### config.mk
export PLATFORM = sky130hd
export DESIGN_NAME = fifo_uart_tx
export DESIGN_NICKNAME = d
export VERILOG_FILES = /design/src/rtl/fifo_uart_tx.sv
export SDC_FILE = /design/constraint.sdc
export NUM_CORES = 1
export LEC_CHECK = 0
export ABC_AREA = 1
export ABC_CLOCK_PERIOD_IN_PS = 1600
export BUFFER_PORTS_ARGS = -buffer_cell sky130_fd_sc_hd__buf_4
export CELL_PAD_IN_SITES_DETAIL_PLACEMENT = 1
export CELL_PAD_IN_SITES_GLOBAL_PLACEMENT = 1
export CORE_MARGIN = 2
export CORE_UTILIZATION = 35
export CTS_BUF_LIST = sky130_fd_sc_hd__clkbuf_4
export CTS_CLUSTER_DIAMETER = 80
export DETAILED_ROUTE_END_ITERATION = 10
export PLACE_DENSITY_LB_ADDON = 0.1
export REMOVE_ABC_BUFFERS = 1
export SYNTH_ARGS = -nofsm -noshare
export SYNTH_HDL_FRONTEND = slang
export SYNTH_SLANG_ARGS = --single-unit
### constraint.sdc
create_clock -name rclk -period 1.6 [get_ports rclk]
set_clock_uncertainty 0.1 [all_clocks]
set_input_delay 0.32 -clock rclk [delete_from_list [all_inputs] [get_ports rclk]]
set_output_delay 0.32 -clock rclk [all_outputs]
set_load 0.005 [all_outputs]
### src/rtl/fifo_uart_tx.sv
// UART transmitter draining the read side of an async FIFO: pops one word per frame and
// shifts out start / data LSB-first / [even parity] / stop. Parity is built only with UART_TX_PARITY_EN.
module fifo_uart_tx #(
  parameter int DATA_WIDTH   = 8,
  parameter int CLKS_PER_BIT = 16,
  parameter int STOP_BITS    = 1
) (
  input  logic                  rclk,
  input  logic                  rrst,
  input  logic                  rempty,
  input  logic [DATA_WIDTH-1:0] rdata,
  output logic                  rinc,
  output logic                  txd,
  output logic                  busy,
  output logic                  tx_done
);
  localparam int BW  = $clog2(CLKS_PER_BIT);
  localparam int BCW = $clog2(DATA_WIDTH + 1);
  localparam logic [BW-1:0]  BAUD_LAST = BW'(CLKS_PER_BIT - 1);
  localparam logic [BCW-1:0] BIT_LAST  = BCW'(DATA_WIDTH - 1);
  localparam logic [BCW-1:0] STOP_LAST = BCW'(STOP_BITS - 1);

  typedef enum logic [2:0] {
    IDLE, START, DATA,
`ifdef UART_TX_PARITY_EN
    PARITY,
`endif
    STOP
  } state_t;

  state_t                state_q, state_d;
  logic [BW-1:0]         baud_q, baud_d;
  logic [BCW-1:0]        bit_q, bit_d;
  logic [DATA_WIDTH-1:0] shreg_q, shreg_d;
  logic                  txd_q, txd_d;
  logic                  busy_q, busy_d;
  logic                  done_q, done_d;
`ifdef UART_TX_PARITY_EN
  logic                  parity_q, parity_d;
`endif
  logic                  stop_last;

  // bit_cnt doubles as the stop-bit counter so baud_cnt never needs widening.
  assign stop_last = (state_q == STOP) && (baud_q == BAUD_LAST) && (bit_q == STOP_LAST);
  assign rinc      = ~rrst & ~rempty & ((state_q == IDLE) | stop_last);

  always_comb begin
    state_d  = state_q;
    baud_d   = baud_q + 1'b1;
    bit_d    = bit_q;
    shreg_d  = shreg_q;
`ifdef UART_TX_PARITY_EN
    parity_d = parity_q;
`endif
    case (state_q)
      IDLE:  baud_d = '0;
      START: if (baud_q == BAUD_LAST) begin
        state_d = DATA;
        baud_d  = '0;
        bit_d   = '0;
      end
      DATA: if (baud_q == BAUD_LAST) begin
        baud_d  = '0;
        shreg_d = shreg_q >> 1;
        bit_d   = bit_q + 1'b1;
        if (bit_q == BIT_LAST) begin
          bit_d = '0;
`ifdef UART_TX_PARITY_EN
          state_d = PARITY;
`else
          state_d = STOP;
`endif
        end
      end
`ifdef UART_TX_PARITY_EN
      PARITY: if (baud_q == BAUD_LAST) begin
        state_d = STOP;
        baud_d  = '0;
        bit_d   = '0;
      end
`endif
      STOP: if (baud_q == BAUD_LAST) begin
        baud_d = '0;
        if (bit_q == STOP_LAST) begin
          state_d = IDLE;
          bit_d   = '0;
        end else begin
          bit_d = bit_q + 1'b1;
        end
      end
      default: begin
        state_d = IDLE;
        baud_d  = '0;
        bit_d   = '0;
      end
    endcase

    if (rinc) begin
      state_d  = START;
      baud_d   = '0;
      bit_d    = '0;
      shreg_d  = rdata;
`ifdef UART_TX_PARITY_EN
      parity_d = ^rdata;
`endif
    end

    // Outputs are registered from the next state so they line up with the state register.
    case (state_d)
      START:   txd_d = 1'b0;
      DATA:    txd_d = shreg_d[0];
`ifdef UART_TX_PARITY_EN
      PARITY:  txd_d = parity_d;
`endif
      default: txd_d = 1'b1;
    endcase
    busy_d = (state_d != IDLE);
    done_d = (state_d == STOP) && (baud_d == BAUD_LAST) && (bit_d == STOP_LAST);
  end

  always_ff @(posedge rclk or posedge rrst) begin
    if (rrst) begin
      state_q  <= IDLE;
      baud_q   <= '0;
      bit_q    <= '0;
      shreg_q  <= '0;
      txd_q    <= 1'b1;
      busy_q   <= 1'b0;
      done_q   <= 1'b0;
`ifdef UART_TX_PARITY_EN
      parity_q <= 1'b0;
`endif
    end else begin
      state_q  <= state_d;
      baud_q   <= baud_d;
      bit_q    <= bit_d;
      shreg_q  <= shreg_d;
      txd_q    <= txd_d;
      busy_q   <= busy_d;
      done_q   <= done_d;
`ifdef UART_TX_PARITY_EN
      parity_q <= parity_d;
`endif
    end
  end

  assign txd     = txd_q;
  assign busy    = busy_q;
  assign tx_done = done_q;
endmodule

==> impl_metrics.ini <==
[run_status]
status = finished with violations
violations = negative setup slack

[worst_setup_path]
path_delay_family = simple AND/OR/NAND/NOR gates
path_max_fanout = 3
critPathArrivalTime_ps = 2080
cp.required_ps = 1740
crit_type = reg -> reg
cpMostUsedCell = buf_4
r2r_start = baud_q[0]
start_kind = register
cp_cell_sequence = ha_4 -> nand3_4 -> buf_4 -> buf_4 -> o21ai_4 -> o211ai_1 -> or2_4 -> nand3b_2
startpoint = baud_q[0]
cpMaxStageDelayCell = dfrtp_1
end_kind = register
max_stage_delay_ps = 430
critical_path_buf_inv_count = 2

[run]
drv_cap = 0

[pwr]
peakVddDrop_v = 0.000414
p_clk_frac = 0.246
power_leakage_uw = 0.00103
pwr-share-comb = 0.198
p_switching_uw = 307
swShare = 0.271
power_density_nw_per_um2 = 555
power_uw = 1130
seq_power_share = 0.556
p_int_uw = 827

[clock_tree]
insertion_delay_ps = 310
path_clk_slew_ps = 140
cts_tree = yes
cts_buffer_depth = 2
cts_root_buffer = clkbuf_4
htreeDepth = 1
cts.sinks = 22
cts_buffers = 3

[sta]
worst_slack_ps = -339
finalSetupTns_ps = -2930
clock.fmax_mhz = 516
fin_crit_sh = 1.21
finalSetupViolCount = 20
rsz0062_at_grt = true
slew_violations = 0
min_period_ps = 1940
final_hold_viol_count = 0

[grt]
track_usage = 0.212
antenna_found_initial = 0
grt_max_degree = 23
grt_pass1_wl_um = 6890
grt_pass1_vias = 1503
overflow = 0

[placed_design]
placed_area_um2 = 1740
dp_hpwl_um = 2840
port_buffers = 14
pre_cts_ws_ps = -146
gp_congestion = 0.860

[route]
vias = 1295
wire_per_inst_um = 15.0
drtAntennaViolNets = 0
dr.first_iter.drc_count = 31
drt-total-wl_um = 4080
drc_errors = 0
first_pass_iters = 4
via_per_inst = 4.76

[die]
core_um2 = 3630
die_h_um = 65.3
fp.dieArea_um2 = 4260
row_count = 22
pin_count = 15
dieWidth_um = 65.3
start_util = 0.362

[logic_synthesis]
yosys_warnings = 0
synth_top_flop_cell = dfrtp_1
yosys-top-cells-area = dfrtp_1 (40%), nand2_1 (12%), nand3_1 (5.7%)
post-synth-top-count-cell = nand2_1
yosys.area.top_type = dfrtp_1
synth_edf_count = 0
synth-seq-cells = 22
synth_area_um2 = 1310
ys_seq_area_frac = 0.420
yosys-top-cells-count = nand2_1 (43), dfrtp_1 (21), inv_1 (19)
ys_types = 32
synth_top_area_frac = 0.400
synth_cells = 160
synth.avg_cell_area_um2 = 8.21
synthArstFlopShare = 1.00

[layout]
multiInputGateArea_um2 = 774
register_area_um2 = 552
fillCellCount = 443
fin_nets = 239
area_growth_pct = 55.6
drive_gt1_frac = 0.513
diodes = 0
fin_area_um2 = 2040

[worst_hold_path]
worstHoldStart = rdata[2]
hold_path.class = in -> reg
-- power groups by stage --
stage / Clock [uW] / Sequential [uW] / Combinational (uW)
finish: 279 / 630 / 225
global route: 311 / 637 / 251
CTS: 294 / 629 / 211
detailed placement: 0 / 639 / 174
global placement: 0 / 636 / 169
floorplan: 0 / 634 / 107
-- kinds of logic (layout without fill, tap and decap cells) --
logic type | count (synthesis) | in the layout | synth area share
AO/OA/AOI/OAI | 16 | 16 | 0.0924
XOR/XNOR | 1 | 1 | 0.00667
adder cells (fa/ha/maj) | 3 | 3 | 0.0286
buffers and inverters | 28 | 92 | 0.0962
flip-flops | 22 | 22 | 0.420
other | 1 | 1 | 0.00285
AND/OR/NAND/NOR | 89 | 89 | 0.353
-- worst reg2reg max path, delay by kind of cell, from the launching register on --
family          cells  cell delay [ps]
fa+ha+maj           1              180
buf+inv             2              290
simple gates        3              500
flops               1              430
compound gates      2              390
-- sequential cells by signal, indices dropped and copies added (netlist names) --
| name | cells |
|---|---|
| shreg_q | 8 |
| baud_q | 4 |
| bit_q | 4 |
| state_q | 3 |
| busy | 1 |
| tx_done | 1 |
| txd | 1 |
-- path summary, 6_finish.rpt --
check,slack [ps],cells after the start,to
setup / recovery,-340,8,txd
hold / removal,110,3,shreg_q[2]
setup reg to reg,-340,8,txd
hold reg to reg,460,2,shreg_q[6]
max in group asynchronous,580,4,txd
min in group asynchronous,510,4,bit_q[1]
-- placed cells by master (no fill, tap or decap), types with 2 or more instances in the layout --
| cell | count |
|---|---|
| nand3_1 | 14 |
| nor2_4 | 2 |
| o221ai_2 | 6 |
| dfrtp_1 | 21 |
| inv_2 | 8 |
| nor2_1 | 10 |
| clkbuf_4 | 4 |
| nand2_4 | 2 |
| ha_4 | 2 |
| buf_6 | 3 |
| nand3_2 | 2 |
| buf_12 | 3 |
| nand2_2 | 13 |
| o211ai_1 | 3 |
| nand2_1 | 35 |
| o21ai_1 | 3 |
| inv_1 | 16 |
| buf_4 | 54 |
| nand2_8 | 2 |
| nand3_4 | 2 |
-- metal layers --
| metal | global-route usage | vias up | routed length, um |
|---|---|---|---|
| li1 | - | 640 | - |
| met1 | 0.241 | 631 | 1700 |
| met2 | 0.404 | 16 | 2240 |
| met3 | 0.0274 | 8 | 64 |
| met4 | 0.0703 | 0 | 71 |
| met5 | 0 | - | 0 |
-- metrics by stage --
stage	hold slack, ps	utilization	cells
3_5_place_dp	301	0.479	254
6_report	112	0.563	272
5_1_grt	120	0.563	272
2_1_floorplan	208	-	159
3_3_place_gp	280	0.479	254
4_1_cts	108	0.542	269
-- cell type report --
cell class,instances,share of cell area
Tap cell,48,0.0294
Sequential cell,22,0.270
Multi-Input combinational cell,110,0.379
Clock buffer,4,0.0147
Inverter,27,0.0581
Timing Repair Buffer,61,0.249
-- timing repair --
action | CTS | global route
resized for setup | 28 | 14
hold buffers | 1 | 0
endpoints found under the hold margin | 21 | 0
buffers inserted | 11 | 3
endpoints found under the setup margin | 18 | 20
pin swaps | 8 | 3
Power figures use the tool's default switching activity.
